$ cat config.mk
export PLATFORM = sky130hd
export DESIGN_NAME = frame_writer
export DESIGN_NICKNAME = d
export VERILOG_FILES = /design/src/rtl/frame_pkg.sv /design/src/rtl/raster_addr_gen.sv /design/src/rtl/frame_writer.sv
export SDC_FILE = /design/constraint.sdc
export NUM_CORES = 1
export LEC_CHECK = 0
export CAP_MARGIN = 15
export CORE_MARGIN = 1
export CORE_UTILIZATION = 43
export CTS_CLUSTER_SIZE = 8
export DETAILED_ROUTE_END_ITERATION = 16
export GPL_ROUTABILITY_DRIVEN = 0
export HOLD_SLACK_MARGIN = 0.03
export PLACE_DENSITY = 0.83
export SYNTH_ARGS = -nofsm -noshare
export SYNTH_HDL_FRONTEND = slang
export SYNTH_SLANG_ARGS = --single-unit
$ cat constraint.sdc
create_clock -name i_clk_25M -period 2.2 [get_ports i_clk_25M]
set_clock_uncertainty 0.2 [all_clocks]
set_input_delay 0.33 -clock i_clk_25M [delete_from_list [all_inputs] [get_ports i_clk_25M]]
set_output_delay 0.33 -clock i_clk_25M [all_outputs]
set_load 0.03 [all_outputs]
$ cat src/rtl/frame_pkg.sv
// Shared frame-buffer constants and types for the 80x60 display path.
// The display block imports the same package, so geometry lives here only.
package frame_pkg;

    localparam int unsigned PIXEL_COLUMN = 80;
    localparam int unsigned PIXEL_ROW    = 60;
    localparam int unsigned FRAME_WORDS  = PIXEL_COLUMN * PIXEL_ROW;
    localparam int unsigned DATA_W       = 16;
    localparam int unsigned ADDR_W       = 20;
    localparam int unsigned COL_W        = $clog2(PIXEL_COLUMN);
    localparam int unsigned ROW_W        = $clog2(PIXEL_ROW);

    typedef enum logic [1:0] {
        S_IDLE,
        S_WRITE,
        S_HANDOFF,
        S_WAIT_DISPLAY
    } state_t;

    // Raster word address; the row product is formed at full address width.
    function automatic logic [ADDR_W-1:0] raster_addr(input logic [ROW_W-1:0] row,
                                                      input logic [COL_W-1:0] col);
        return ADDR_W'(row) * ADDR_W'(PIXEL_COLUMN) + ADDR_W'(col);
    endfunction

endpackage

$ cat src/rtl/raster_addr_gen.sv
// Column/row counters for raster-order frame writes, with the derived word
// address and a flag marking the final pixel of the frame.
module raster_addr_gen
    import frame_pkg::*;
(
    input  logic              clk_i,
    input  logic              rst_i,
    input  logic              clear_i,
    input  logic              inc_i,
    output logic [ADDR_W-1:0] addr_o,
    output logic              last_o
);

    logic [COL_W-1:0] col_q, col_d;
    logic [ROW_W-1:0] row_q, row_d;
    logic             col_last;
    logic             row_last;

    assign col_last = (col_q == COL_W'(PIXEL_COLUMN - 1));
    assign row_last = (row_q == ROW_W'(PIXEL_ROW - 1));
    assign last_o   = col_last & row_last;
    assign addr_o   = raster_addr(row_q, col_q);

    // Next-state counters: clear wins, otherwise advance one pixel per increment.
    always_comb begin
        col_d = col_q;
        row_d = row_q;
        if (clear_i) begin
            col_d = '0;
            row_d = '0;
        end else if (inc_i) begin
            if (col_last) begin
                col_d = '0;
                // Wrap rather than run past the frame; a new frame clears anyway.
                row_d = row_last ? '0 : row_q + 1'b1;
            end else begin
                col_d = col_q + 1'b1;
            end
        end
    end

    // Counter state with synchronous reset.
    always_ff @(posedge clk_i) begin
        if (rst_i) begin
            col_q <= '0;
            row_q <= '0;
        end else begin
            col_q <= col_d;
            row_q <= row_d;
        end
    end

endmodule

$ cat src/rtl/frame_writer.sv
// Producer side of the frame buffer: takes a valid/ready sample stream, writes
// one full frame in raster order, hands off to the display and waits for it.
// Optional per-frame min/max tracking is enabled by FRAME_WRITER_MINMAX_EN.
module frame_writer
    import frame_pkg::*;
(
    input  logic              i_clk_25M,
    input  logic              i_rst,
    input  logic              i_start,
    input  logic [DATA_W-1:0] i_data,
    input  logic              i_valid,
    output logic              o_ready,
    output logic              o_wr_en,
    output logic [ADDR_W-1:0] o_wr_address,
    output logic [DATA_W-1:0] o_wr_data,
    output logic              o_start_display,
    input  logic              i_display_finish,
    output logic              o_busy,
    output logic              o_frame_done
`ifdef FRAME_WRITER_MINMAX_EN
    ,
    output logic [DATA_W-1:0] o_frame_min,
    output logic [DATA_W-1:0] o_frame_max
`endif
);

    state_t            state_q;
    logic              wr_en_q;
    logic [ADDR_W-1:0] wr_addr_q;
    logic [DATA_W-1:0] wr_data_q;
    logic              start_disp_q;
    logic              frame_done_q;

    logic              accept;
    logic              arm;
    logic [ADDR_W-1:0] pix_addr;
    logic              pix_last;

    assign accept = i_valid & (state_q == S_WRITE);
    assign arm    = i_start & (state_q == S_IDLE);

    raster_addr_gen u_raster_addr_gen (
        .clk_i   (i_clk_25M),
        .rst_i   (i_rst),
        .clear_i (arm),
        .inc_i   (accept),
        .addr_o  (pix_addr),
        .last_o  (pix_last)
    );

    // Frame FSM plus registered write port and handshake pulses.
    always_ff @(posedge i_clk_25M) begin
        if (i_rst) begin
            state_q      <= S_IDLE;
            wr_en_q      <= 1'b0;
            wr_addr_q    <= '0;
            wr_data_q    <= '0;
            start_disp_q <= 1'b0;
            frame_done_q <= 1'b0;
        end else begin
            wr_en_q      <= 1'b0;
            start_disp_q <= 1'b0;
            frame_done_q <= 1'b0;
            unique case (state_q)
                S_IDLE: begin
                    if (i_start) state_q <= S_WRITE;
                end
                S_WRITE: begin
                    if (accept) begin
                        wr_en_q   <= 1'b1;
                        wr_addr_q <= pix_addr;
                        wr_data_q <= i_data;
                        if (pix_last) state_q <= S_HANDOFF;
                    end
                end
                S_HANDOFF: begin
                    // Pulse lands one cycle after the final write strobe.
                    start_disp_q <= 1'b1;
                    state_q      <= S_WAIT_DISPLAY;
                end
                S_WAIT_DISPLAY: begin
                    if (i_display_finish) begin
                        frame_done_q <= 1'b1;
                        state_q      <= S_IDLE;
                    end
                end
                default: state_q <= S_IDLE;
            endcase
        end
    end

    assign o_ready         = (state_q == S_WRITE);
    assign o_busy          = (state_q != S_IDLE);
    assign o_wr_en         = wr_en_q;
    assign o_wr_address    = wr_addr_q;
    assign o_wr_data       = wr_data_q;
    assign o_start_display = start_disp_q;
    assign o_frame_done    = frame_done_q;

`ifdef FRAME_WRITER_MINMAX_EN
    logic [DATA_W-1:0] min_q;
    logic [DATA_W-1:0] max_q;

    // Running unsigned extremes of the current frame; frozen once writing ends.
    always_ff @(posedge i_clk_25M) begin
        if (i_rst || arm) begin
            min_q <= '1;
            max_q <= '0;
        end else if (accept) begin
            if (i_data < min_q) min_q <= i_data;
            if (i_data > max_q) max_q <= i_data;
        end
    end

    assign o_frame_min = min_q;
    assign o_frame_max = max_q;
`endif

endmodule
# Yosys cells after proc, flatten, opt, wreduce, memory -nomap -nowiden
# Cells that the tools add are included.
[classes]
addsub = 3
n_mul = 1
div = 0
magnitude_cmp = 0
eq_ne = 9
shift = 0
mux = 10
bitwise = 5
reduce_logical = 8
[ops]
columns = ["operator", "n"]
rows = [
  ["$add A13 B7 Y14", 1],
  ["$mul A6 B3 Y9 const B", 1],
  ["$mux W2", 4],
  ["$pmux W2 S4", 1],
  ["$add A7 B1 Y7 const B", 1],
  ["$eq A7 B7 Y1 const B", 1],
  ["$mux W7", 1],
  ["$add A6 B1 Y6 const B", 1],
  ["$eq A6 B6 Y1 const B", 1],
  ["$mux W6", 1],
  ["$reduce_or A2 Y1", 3],
  ["$eq A2 B2 Y1 const B", 2],
  ["$ne A2 B1 Y1 const B", 2],
  ["$ne A2 B2 Y1 const B", 2],
  ["$reduce_and A2 Y1", 2],
  ["$reduce_and A4 Y1", 1],
  ["$and A1 B1 Y1", 3],
  ["$mux W1", 3],
  ["$eq A2 B1 Y1 const B", 1],
  ["$logic_not A2 Y1", 1],
  ["$not A1 Y1", 2],
  ["$reduce_bool A2 Y1", 1],
]
[totals]
reg_bits = 54
latchBits = 0
ram_bits = 0
romBits = 0
input_bits = 21
word_cells = 44
n_memories = 0

# Logic depth before layout (Yosys ltp)
# Gate-level depths: netlist (run 1).
[logic_depth]
word_depth = 5
ltp_mapped = 8
mapped_depth_nobuf = 8

# Cells and area by module
# Synthesis (run 1) repeated with hierarchy kept, for this count alone.
[unflattened]
hier_cells = 317
hier_area_um2 = 2652.5
[by_module_without_submodules]
columns = ["module", "instances", "cells_per_inst", "area_per_inst_um2", "seq_area_each_um2"]
rows = [
  ["frame_writer", 1, 185, 1505.2, 820.8],
  ["raster_addr_gen", 1, 132, 1147.4, 260.2],
]

# Worst setup path before layout (run 1)
# No wires, ideal clock.
[synth_timing]
path_kind = "reg2reg"
from = "register u_raster_addr_gen.row_q[3]"
to = "register wr_addr_q[12] (netlist: o_wr_address[12])"
arrival_time_ns = 2.060
required_time_ns = 1.909
path_slack_ns = -0.151
path_stages_with_launch = 9
synth_period_minus_slack_ns = 2.351
cell_sequence = "dfxtp_1 -> ha_1 -> ha_1 -> fa_1 -> a21o_1 -> a21oi_1 -> xnor2_1 -> nand3_1 -> a311oi_1"
[synth_via]
elab_chain_cells = 2
[synth_rtl]
columns = ["element", "line_no", "source"]
rows = [
  ["from (decl)", "raster_addr_gen.sv:15", "logic [ROW_W-1:0] row_q, row_d;"],
  ["from (signal assigned)", "raster_addr_gen.sv:49", "row_q <= row_d;"],
  ["$mul A6 B3 Y9", "frame_pkg.sv:23", "return ADDR_W'(row) * ADDR_W'(PIXEL_COLUMN) + ADDR_W'(col);"],
  ["$add A13 B7 Y14", "frame_pkg.sv:23", ""],
  ["to (signal assigned)", "frame_writer.sv:71", "wr_addr_q <= pix_addr;"],
  ["to (decl)", "frame_writer.sv:29", "logic [ADDR_W-1:0] wr_addr_q;"],
]
# No other way between the ends.
# A chain may end at the register's enable or synchronous reset.

# Worst setup path in the final report (run 1)
# Same ends and word-level chain as after synthesis.

==> insert_results.sql, run 1 <==
INSERT INTO impl_metrics (metric_group, metric, value, unit) VALUES
('clocking', 'tritoncts_clock_tree', 'built', ''),
('setup_path', 'r2r_setup_slack', '1', 'ps'),
('run_status', 'status', 'complete, no violations', ''),
('final_layout', 'multi_input_area', '1311', 'sq um'),
('final_layout', 'most-common-layout-cells', 'sky130_fd_sc_hd__nand2_1 (55), sky130_fd_sc_hd__clkdlybuf4s50_1 (53), sky130_fd_sc_hd__dfxtp_1 (44)', ''),
('floorplanning', 'start_util', '44.79', '%'),
('final_layout', 'seqCellArea', '968.4', 'sq um'),
('final_layout', 'area_delta_synth_final', '36.30', '%'),
('drt', 'routedWlPerCell', '12.17', 'um'),
('floorplanning', 'die-height', '75.17', 'um'),
('setup_path', 'list_of_cells_traversed_by_the_critical_path', 'ha_4 -> ha_4 -> fa_2 -> a21o_1 -> a21oi_2 -> xnor2_2 -> nand3_1 -> a311oi_1', ''),
('global_route', 'grt_pass1_vias', '1809', ''),
('synth', 'syn-mean-instance-area', '8.464', 'sq um'),
('clocking', 'insertion_delay_to_the_later_sink_of_the_worst_skew_pair', '300', 'ps'),
('global_route', 'overflow', '0', ''),
('setup_path', 'path_class', 'reg2reg', ''),
('floorplanning', 'die_w', '75.17', 'um'),
('final_layout', 'final_cell_count_no_fill', '404', ''),
('sta', 'finalSetupViolations', '0', ''),
('setup_path', 'worst_path_dominant_cell_family', 'adder cells', ''),
('clocking', 'clock-sinks', '48', ''),
('setup_path', 'timing.critical_path.arrival', '2210', 'ps'),
('pwr', 'peak_ir_drop_on_the_vdd_network', '348.5', 'uV'),
('setup_path', 'critical_path.n_buffers_inverters', '0', ''),
('sta', 'total_negative_slack_for_setup_checks', '0', 'ps'),
('synth', 'synthTopCellsByArea', 'sky130_fd_sc_hd__dfxtp_1 (42%), sky130_fd_sc_hd__ha_1 (9.8%), sky130_fd_sc_hd__nand2_1 (9.1%), sky130_fd_sc_hd__a21oi_1 (7.4%), sky130_fd_sc_hd__xnor2_1 (3.8%)', ''),
('global_route', 'grt_first_pass_wirelength', '7790', 'um'),
('setup_path', 'worstRegToRegCells', '8', ''),
('pwr', 'power_density', '757.3', 'nW/um^2'),
('setup_path', 'worstSetupStartpoint', 'u_raster_addr_gen.row_q[3]', ''),
('clocking', 'clock_path_buffers', '2', ''),
('synth', 'yosys_warnings', '0', ''),
('pwr', 'static-leakage-power', '0.001178', 'uW'),
('global_route', 'grt_antenna_before_repair', '0', ''),
('clocking', 'clock-root-buffer', 'sky130_fd_sc_hd__clkbuf_8', ''),
('setup_path', 'max_stage_delay', '370', 'ps'),
('clocking', 'cts.repair_timing.setup_buffer_count', '0', ''),
('setup_path', 'cp_data_required_time', '2210', 'ps'),
('placement', 'placement.io_buffers', '55', ''),
('synth', 'synthFlopType', 'sky130_fd_sc_hd__dfxtp_1', ''),
('floorplanning', 'placementRows', '26', ''),
('setup_path', 'cpMaxStageDelayCell', 'sky130_fd_sc_hd__fa_2', ''),
('synth', 'synthesis.instances', '272', ''),
('hold_path', 'min-delay-path-class', 'reg2reg', ''),
('synth', 'mappedNetlistArea', '2302', 'sq um'),
('clocking', 'cts_max_level', '2', ''),
('setup_path', 'critical_path.reg2reg.endpoint', 'o_wr_address[12]', ''),
('clocking', 'numCtsBuffers', '5', ''),
('setup_path', 'critical_path.endpoint_type', 'register', ''),
('sta', 'achievable-frequency', '0.4548', 'GHz'),
('synth', 'synth_largest_type_area_fraction', '41.74', '%'),
('drt', 'detail-route-antenna-nets', '0', ''),
('global_route', 'globalRouteTotalUtil', '17.94', '%'),
('sta', 'rsz_0062_raised_after_global_routing', 'yes', ''),
('final_layout', 'nNetsFinal', '375', ''),
('synth', 'ys_seq_area_share', '41.74', '%'),
('drt', 'drt_first_pass_iters', '4', ''),
('synth', 'most_area_hungry_cell_type_in_the_yosys_netlist', 'sky130_fd_sc_hd__dfxtp_1', ''),
('synth', 'number_of_flops_mapped_to_enable_cells_by_yosys', '0', ''),
('sta', 'layout_min_cycle_time', '2199', 'ps'),
('placement', 'place_worst_setup_slack', '-42.46', 'ps'),
('clocking', 'number_of_buffers_inserted_by_hold_repair_at_cts', '0', ''),
('sta', 'timing.final.max_slew_violations', '0', ''),
('drt', 'post_drt_via_cell_ratio', '4.963', ''),
('final_layout', 'layout-drive-gt1-share', '11.68', '%'),
('floorplanning', 'floorplan.die_area', '5651', 'sq um'),
('drt', 'vias', '2005', ''),
('floorplanning', 'floorplan.core_area', '5140', 'sq um'),
('final_layout', 'final_common_cell', 'sky130_fd_sc_hd__nand2_1', ''),
('setup_path', 'cp-start-kind', 'register', ''),
('setup_path', 'worst-path-max-fanout', '3', '');
worst min-delay path: cells and delay by family, from the launching register on:
| kind | cells | cell delay, ps |
|---|---|---|
| compound gates | 1 | 50 |
| flops | 1 | 310 |
| simple gates | 1 | 50 |
metal layers:
layer,share of wire [%],GRT usage (%)
met5,0,0
met1,43,20.48
met2,52,33.23
met3,4.6,3.882
met4,0.98,5.761
report_power, final:
| group | total, uW | internal (uW) | switching [uW] | leakage (uW) |
|---|---|---|---|---|
| registers | 1010 | 959 | 54.8 | 0.000391 |
| clock network | 530 | 251 | 279 | 0.0000473 |
| logic | 833 | 320 | 512 | 0.000740 |
worst min-delay path by stage:
stage,startpoint,to,slack (ps),cells past startpoint
global placement,o_wr_address[7],o_wr_address[7],240,2
CTS,o_wr_data[14],o_wr_data[14],260,2
finish,o_wr_data[14],o_wr_data[14],250,2
floorplan,i_display_finish,o_frame_done,250,2
global route,o_wr_data[15],o_wr_data[15],280,2
detailed placement,o_wr_address[7],o_wr_address[7],240,2
synth_stat cells, drive strengths merged (4+ instances only):
cell type / n
nor2: 21
nand3: 5
inv: 11
ha: 18
nor3: 4
xnor2: 10
dfxtp: 48
clkbuf: 6
a21oi: 34
nand2: 56
a211oi: 5
buf: 11
o21ai: 5
nor2b: 4
stage by stage:
| stage | hold slack [ps] | util (%) | total power (uW) | area [sq um] |
|---|---|---|---|---|
| 2_1_floorplan | 250.8 | - | 1582 | 2352 |
| 3_3_place_gp | 239.5 | 58.20 | 1858 | 2992 |
| 3_5_place_dp | 244.0 | 58.20 | 1888 | 2992 |
| 4_1_cts | 257.8 | 60.83 | 2394 | 3127 |
| 5_1_grt | 275.9 | 61.05 | 2517 | 3138 |
| 6_report | 253.5 | 61.05 | 2376 | 3138 |
state kept, by name, summed over array words and instances (netlist names):
name and cells:
o_wr_address 14, o_wr_en 1, o_frame_done 1, o_wr_data 16, u_raster_addr_gen.col_q 7, u_raster_addr_gen.row_q 6, o_start_display 1, state_q 2
final cells by class:
| class | count | area share [%] |
|---|---|---|
| Sequential cell | 48 | 30.86 |
| Inverter | 11 | 1.316 |
| Timing Repair Buffer | 67 | 20.33 |
| Clock inverter | 1 | 0.2791 |
| Clock buffer | 6 | 2.632 |
| Tap cell | 70 | 2.791 |
| Multi-Input combinational cell | 201 | 41.79 |
cell families (layout without fill, tap and decap cells):
kind of cell	Yosys count	count (layout)	share of synthesized area, %
adders and majority gates	20	20	11.52
and+or+nand+nor	107	107	22.06
other	1	6	0.1629
AOI/OAI and AO/OA	53	53	13.04
xor gates and xnor gates	13	13	4.946
muxes	2	2	0.8696
DFF	48	48	41.74
buffers and inverters	28	85	5.652
repair_timing:
item / 4_1_cts / 5_1_grt
endpoints found under the setup margin: 6 / 4
pin swaps: 3 / 2
resized for setup: 9 / 5
No activity file was read; power rests on OpenSTA's default activity.
==> run 2: changes to the inputs <==
--- a/config.mk
+++ b/config.mk
@@ -8,6 +8,7 @@
 export CAP_MARGIN = 15
 export CORE_MARGIN = 1
 export CORE_UTILIZATION = 43
+export CTS_CLUSTER_DIAMETER = 150
 export CTS_CLUSTER_SIZE = 8
 export DETAILED_ROUTE_END_ITERATION = 16
 export GPL_ROUTABILITY_DRIVEN = 0
==> results of run 2 <==
No change in the layout: final DEF, timing and power equal those of run 1.
